`src/rtl/pipe_pkg.sv`:
```
// rtl/pipe_pkg.sv - shared helpers for the pipe_reg_chain slice
// Sizing function for the occupancy counter.
package pipe_pkg;

   function automatic int occ_width(input int depth);
      return $clog2(depth + 1);
   endfunction

endpackage

```
`src/rtl/pipe_stage.sv`:
```
// rtl/pipe_stage.sv - one valid+data register of the pipeline chain
// Flush clears valid only; data is written only when a valid word is loaded.
module pipe_stage #(
   parameter int WIDTH = 32
) (
   input  logic             Clock,
   input  logic             Reset,
   input  logic             load,
   input  logic             flush,
   input  logic             src_valid,
   input  logic [WIDTH-1:0] src_data,
   output logic             valid,
   output logic [WIDTH-1:0] data
);

   always_ff @(posedge Clock or negedge Reset) begin
      if (!Reset) begin
         valid <= 1'b0;
         data  <= '0;
      end else if (flush) begin
         valid <= 1'b0;
      end else if (load) begin
         valid <= src_valid;
         if (src_valid) begin
            data <= src_data;
         end
      end
   end

endmodule

```
`src/rtl/pipe_reg_chain.sv`:
```
// rtl/pipe_reg_chain.sv - DEPTH-stage valid/ready pipeline with freeze, flush and bubble collapse
// Top holds the ready chain and occupancy sum; stages are pipe_stage instances.
module pipe_reg_chain
   import pipe_pkg::*;
#(
   parameter  int WIDTH = 32,
   parameter  int DEPTH = 3,
   localparam int OW    = occ_width(DEPTH)
) (
   input  logic             Clock,
   input  logic             Reset,
   input  logic             En,
   input  logic             Flush,
   input  logic             In_Valid,
   output logic             In_Ready,
   input  logic [WIDTH-1:0] Data_In,
   output logic             Out_Valid,
   input  logic             Out_Ready,
   output logic [WIDTH-1:0] Data_Out,
   output logic [OW-1:0]    Occupancy
);

   generate
      if (DEPTH < 1) begin : g_bad_depth
         $error("pipe_reg_chain: DEPTH must be at least 1");
      end
   endgenerate

   logic [DEPTH-1:0] v;
   logic [DEPTH-1:0] ready;
   logic [DEPTH-1:0] load;
   logic [WIDTH-1:0] d [DEPTH];
   logic [OW-1:0]    occ_sum;

   // Unrolled form of ready[k] = !v[k] | ready[k+1] with ready[DEPTH] = Out_Ready:
   // a stage can take a word if the sink drains or any stage at or beyond it is empty.
   generate
      for (genvar k = 0; k < DEPTH; k++) begin : g_ready
         assign ready[k] = Out_Ready | ~(&v[DEPTH-1:k]);
         assign load[k]  = En & ready[k];
      end
   endgenerate

   generate
      for (genvar k = 0; k < DEPTH; k++) begin : g_stage
         if (k == 0) begin : g_first
            pipe_stage #(.WIDTH(WIDTH)) u_stage (
               .Clock     (Clock),
               .Reset     (Reset),
               .load      (load[k]),
               .flush     (Flush),
               .src_valid (In_Valid),
               .src_data  (Data_In),
               .valid     (v[k]),
               .data      (d[k])
            );
         end else begin : g_next
            pipe_stage #(.WIDTH(WIDTH)) u_stage (
               .Clock     (Clock),
               .Reset     (Reset),
               .load      (load[k]),
               .flush     (Flush),
               .src_valid (v[k-1]),
               .src_data  (d[k-1]),
               .valid     (v[k]),
               .data      (d[k])
            );
         end
      end
   endgenerate

   always_comb begin
      occ_sum = '0;
      for (int k = 0; k < DEPTH; k++) begin
         occ_sum = occ_sum + OW'(v[k]);
      end
   end

   // Reset gating keeps In_Ready low while reset is held, even though stage 0 is empty.
   assign In_Ready  = Reset & En & ~Flush & ready[0];
   assign Out_Valid = v[DEPTH-1];
   assign Data_Out  = d[DEPTH-1];
   assign Occupancy = occ_sum;

endmodule
```
`config.mk`:
```
export PLATFORM = sky130hd
export DESIGN_NAME = pipe_reg_chain
export DESIGN_NICKNAME = d
export VERILOG_FILES = /design/src/rtl/pipe_pkg.sv /design/src/rtl/pipe_stage.sv /design/src/rtl/pipe_reg_chain.sv
export SDC_FILE = /design/constraint.sdc
export NUM_CORES = 1
export LEC_CHECK = 0
export BUFFER_PORTS_ARGS = -buffer_cell sky130_fd_sc_hd__buf_4
export CAP_MARGIN = 25
export CORE_MARGIN = 1.5
export CORE_UTILIZATION = 40
export DETAILED_ROUTE_END_ITERATION = 8
export PLACE_DENSITY = 0.65
export SETUP_SLACK_MARGIN = 0.02
export SYNTH_ARGS = -nofsm -noshare
export SYNTH_HDL_FRONTEND = slang
export SYNTH_SLANG_ARGS = --single-unit
```
`constraint.sdc`:
```
create_clock -name Clock -period 3 [get_ports Clock]
set_input_delay 0 -clock Clock [delete_from_list [all_inputs] [get_ports Clock]]
set_output_delay 0 -clock Clock [all_outputs]
set_load 0.1 [all_outputs]
```
==> metrics.cfg <==
[setup_path]
setup.worst_path.class=reg -> reg
r2r-start=g_stage[2].g_next.u_stage.valid
r2r_slack_ns=1.10
cp.required_ns=3.24
worst_setup_path_start_kind=flip-flop
endpoint=g_stage[0].g_first.u_stage.data[4]
worstSetupStartpoint=g_stage[2].g_next.u_stage.valid
cp-end-kind=flip-flop
cp_max_fo=17
reg2reg_depth=4
arrival_ns=2.14
r2r-end=g_stage[0].g_first.u_stage.data[4]

[synth]
synth-simple-area-share=0.01388
synth_top_area_frac=0.5726
yosys.area.top_type=dfrtp_1
synth_mux_area_frac=0.3042
synth_xor_area_frac=0
synthArstFlopShare=1.000
synthCells=255
postSynthNetCount=294
synth_top_family_by_area=multiplexers
synthTopCellsByArea=dfrtp_1, mux2_4, mux2_2
synth.yosys.seq_area_share=0.5726
synth-edff-count=0
synthAdderAreaFrac=0.004627
ys_types=21
ys.warnings.count=0
ys.flop_type=dfrtp_1
syn_area_sq_um=4327
synth_compound_area_frac=0.01012
synth.avg_cell_area_sq_um=16.97
synth-seq-cells=99

[floorplanning]
coreArea_sq_um=10420
dieArea_sq_um=11450
die_h_um=107
fp.dieW_um=107
io_pins=74
rows=37
initial_core_util=0.4154

[clocking]
h-tree-depth=3
clock_sinks=99
clock_latency_ns=0.36
clock-root-buffer=clkbuf_8
path_clk_slew_ns=0.09
post_cts_buffers=0
cts_tree=done
cts_buffers=9
clock_path_buffers=2

[timing]
max_clock_freq_ghz=0.5265
tns_ns=0
hold_slack_ns=0.1380
rsz0062_at_grt=false
skew_ns=0.01122
hold_viol=0
setup_ws_ns=1.101
setup_violations=0
timing.final.crit_share=0.6331
tightest_slew_ns=0.6937
min_period_ns=1.899
timing.final.max_slew_violations=0
relSlewSlack=0.5375

[global_routing]
track_usage=0.1377
gr-total-overflow=0
grt_pass1_wl_um=11810
grt_max_degree=58
antenna_found_initial=0
grt_pass1_vias=2296

[routing]
drt_iter0_drc=53
wl_um=7216
drc=0
routed_via_density=4.529
wl_per_cell_um=15.10
drtPass1Iterations=4
vias=2165
ant_nets=0

[power]
powerDensity_nw_per_um2=780.3
vdd_ir_drop_max_mv=0.2982
fin_total_pwr_mw=4.111
p_leak_nw=2.505

[placement]
pre_cts_ws_ns=1.113
io_buffers=73
post-dp-hpwl_um=4527
place_congestion=0.7018

[final_layout]
final_nets=376
drive_gt1_frac=0.5614
final_util=0.5058
layout_common_cells=dfrtp_1, buf_4, mux2_4, dlygate4sd3_1, mux2_2
synthToLayoutAreaGrowth_pct=21.78
layout_commonest_cell=dfrtp_1
nFillCells=882
diodes=0

[hold_path]
hold_class=in -> reg

[job]
max_cap_violations=0

[status]
status=completed

==> state kept, by name, indices dropped and copies added (netlist names) <==
signal	cells
g_stage.g_first.u_stage.data	32
g_stage.g_next.u_stage.data	64
g_stage.g_first.u_stage.valid	1
g_stage.g_next.u_stage.valid	2
==> layer usage <==
| layer | GRT usage | share of wire | wire length [um] |
|---|---|---|---|
| met5 | 0 | 0 | 0 |
| met4 | 0.08476 | 0.026 | 185 |
| met3 | 0.02371 | 0.037 | 264 |
| met2 | 0.2106 | 0.48 | 3451 |
| met1 | 0.1824 | 0.46 | 3314 |
==> per-stage QoR <==
stage / cells / area, sq um
after global routing: 478 / 5269
after floorplan: 255 / 4327
after detailed placement: 424 / 4690
after CTS: 478 / 5269
final: 478 / 5269
after global placement: 424 / 4690
==> where the power goes <==
part | leakage, nW | internal, mW | switching, mW | total (mW)
Clock | 0.0977 | 0.391 | 0.424 | 0.815
Sequential | 1.24 | 1.67 | 0.184 | 1.85
Combinational | 1.16 | 0.536 | 0.906 | 1.44
==> worst max-delay path, cell delays in order, from the launching register on <==
cell      delay [ns]
dfrtp_1         0.46
nand4b_1        0.17
and3_2          0.56
buf_12          0.25
mux2_4          0.32
==> synth_stat cells, drive strengths merged, types with 2 or more instances <==
library cell  instances
buf                  43
a21oi                 2
dfrtp                99
and3                  3
mux2                 96
nand2                 2
==> layout make-up <==
cell class              count  area (sq um)  share of cell area
clock inverters             3         20.02            0.003800
well taps                 136         170.2             0.03230
repair buffers            114         975.9              0.1852
multi-input cells         112          1443              0.2738
inverters                   1         3.754           0.0007124
flip-flops and latches     99          2477              0.4702
clock buffers              13         178.9             0.03396
==> cells by family (layout without fill, tap and decap cells) <==
logic type | count (synthesis) | after routing
buffers and inverters | 44 | 131
AO/OA/AOI/OAI | 5 | 5
adder cells (fa/ha/maj) | 1 | 1
multiplexers | 97 | 97
AND/OR/NAND/NOR | 9 | 9
flip-flops | 99 | 99
==> worst min path at each step <==
stage                   start                                  to  slack, ns  depth (start not counted)
finish              Out_Ready     g_stage[1].g_next.u_stage.valid       0.14                          4
global route        Out_Ready     g_stage[1].g_next.u_stage.valid       0.17                          4
CTS                 Out_Ready     g_stage[1].g_next.u_stage.valid       0.12                          4
detailed placement      Reset   g_stage[2].g_next.u_stage.data[7]       0.02                          1
global placement        Reset   g_stage[1].g_next.u_stage.data[7]       0.02                          1
floorplan               Reset  g_stage[0].g_first.u_stage.data[0]      -0.30                          0
==> timing repair <==
action / in CTS / in global routing
resized for setup: 0 / 0
endpoints found under the hold margin: 77 / 0
hold buffers: 38 / 0
setup endpoints to repair: 0 / 0
Note: power is estimated with default switching activity, not from simulation.
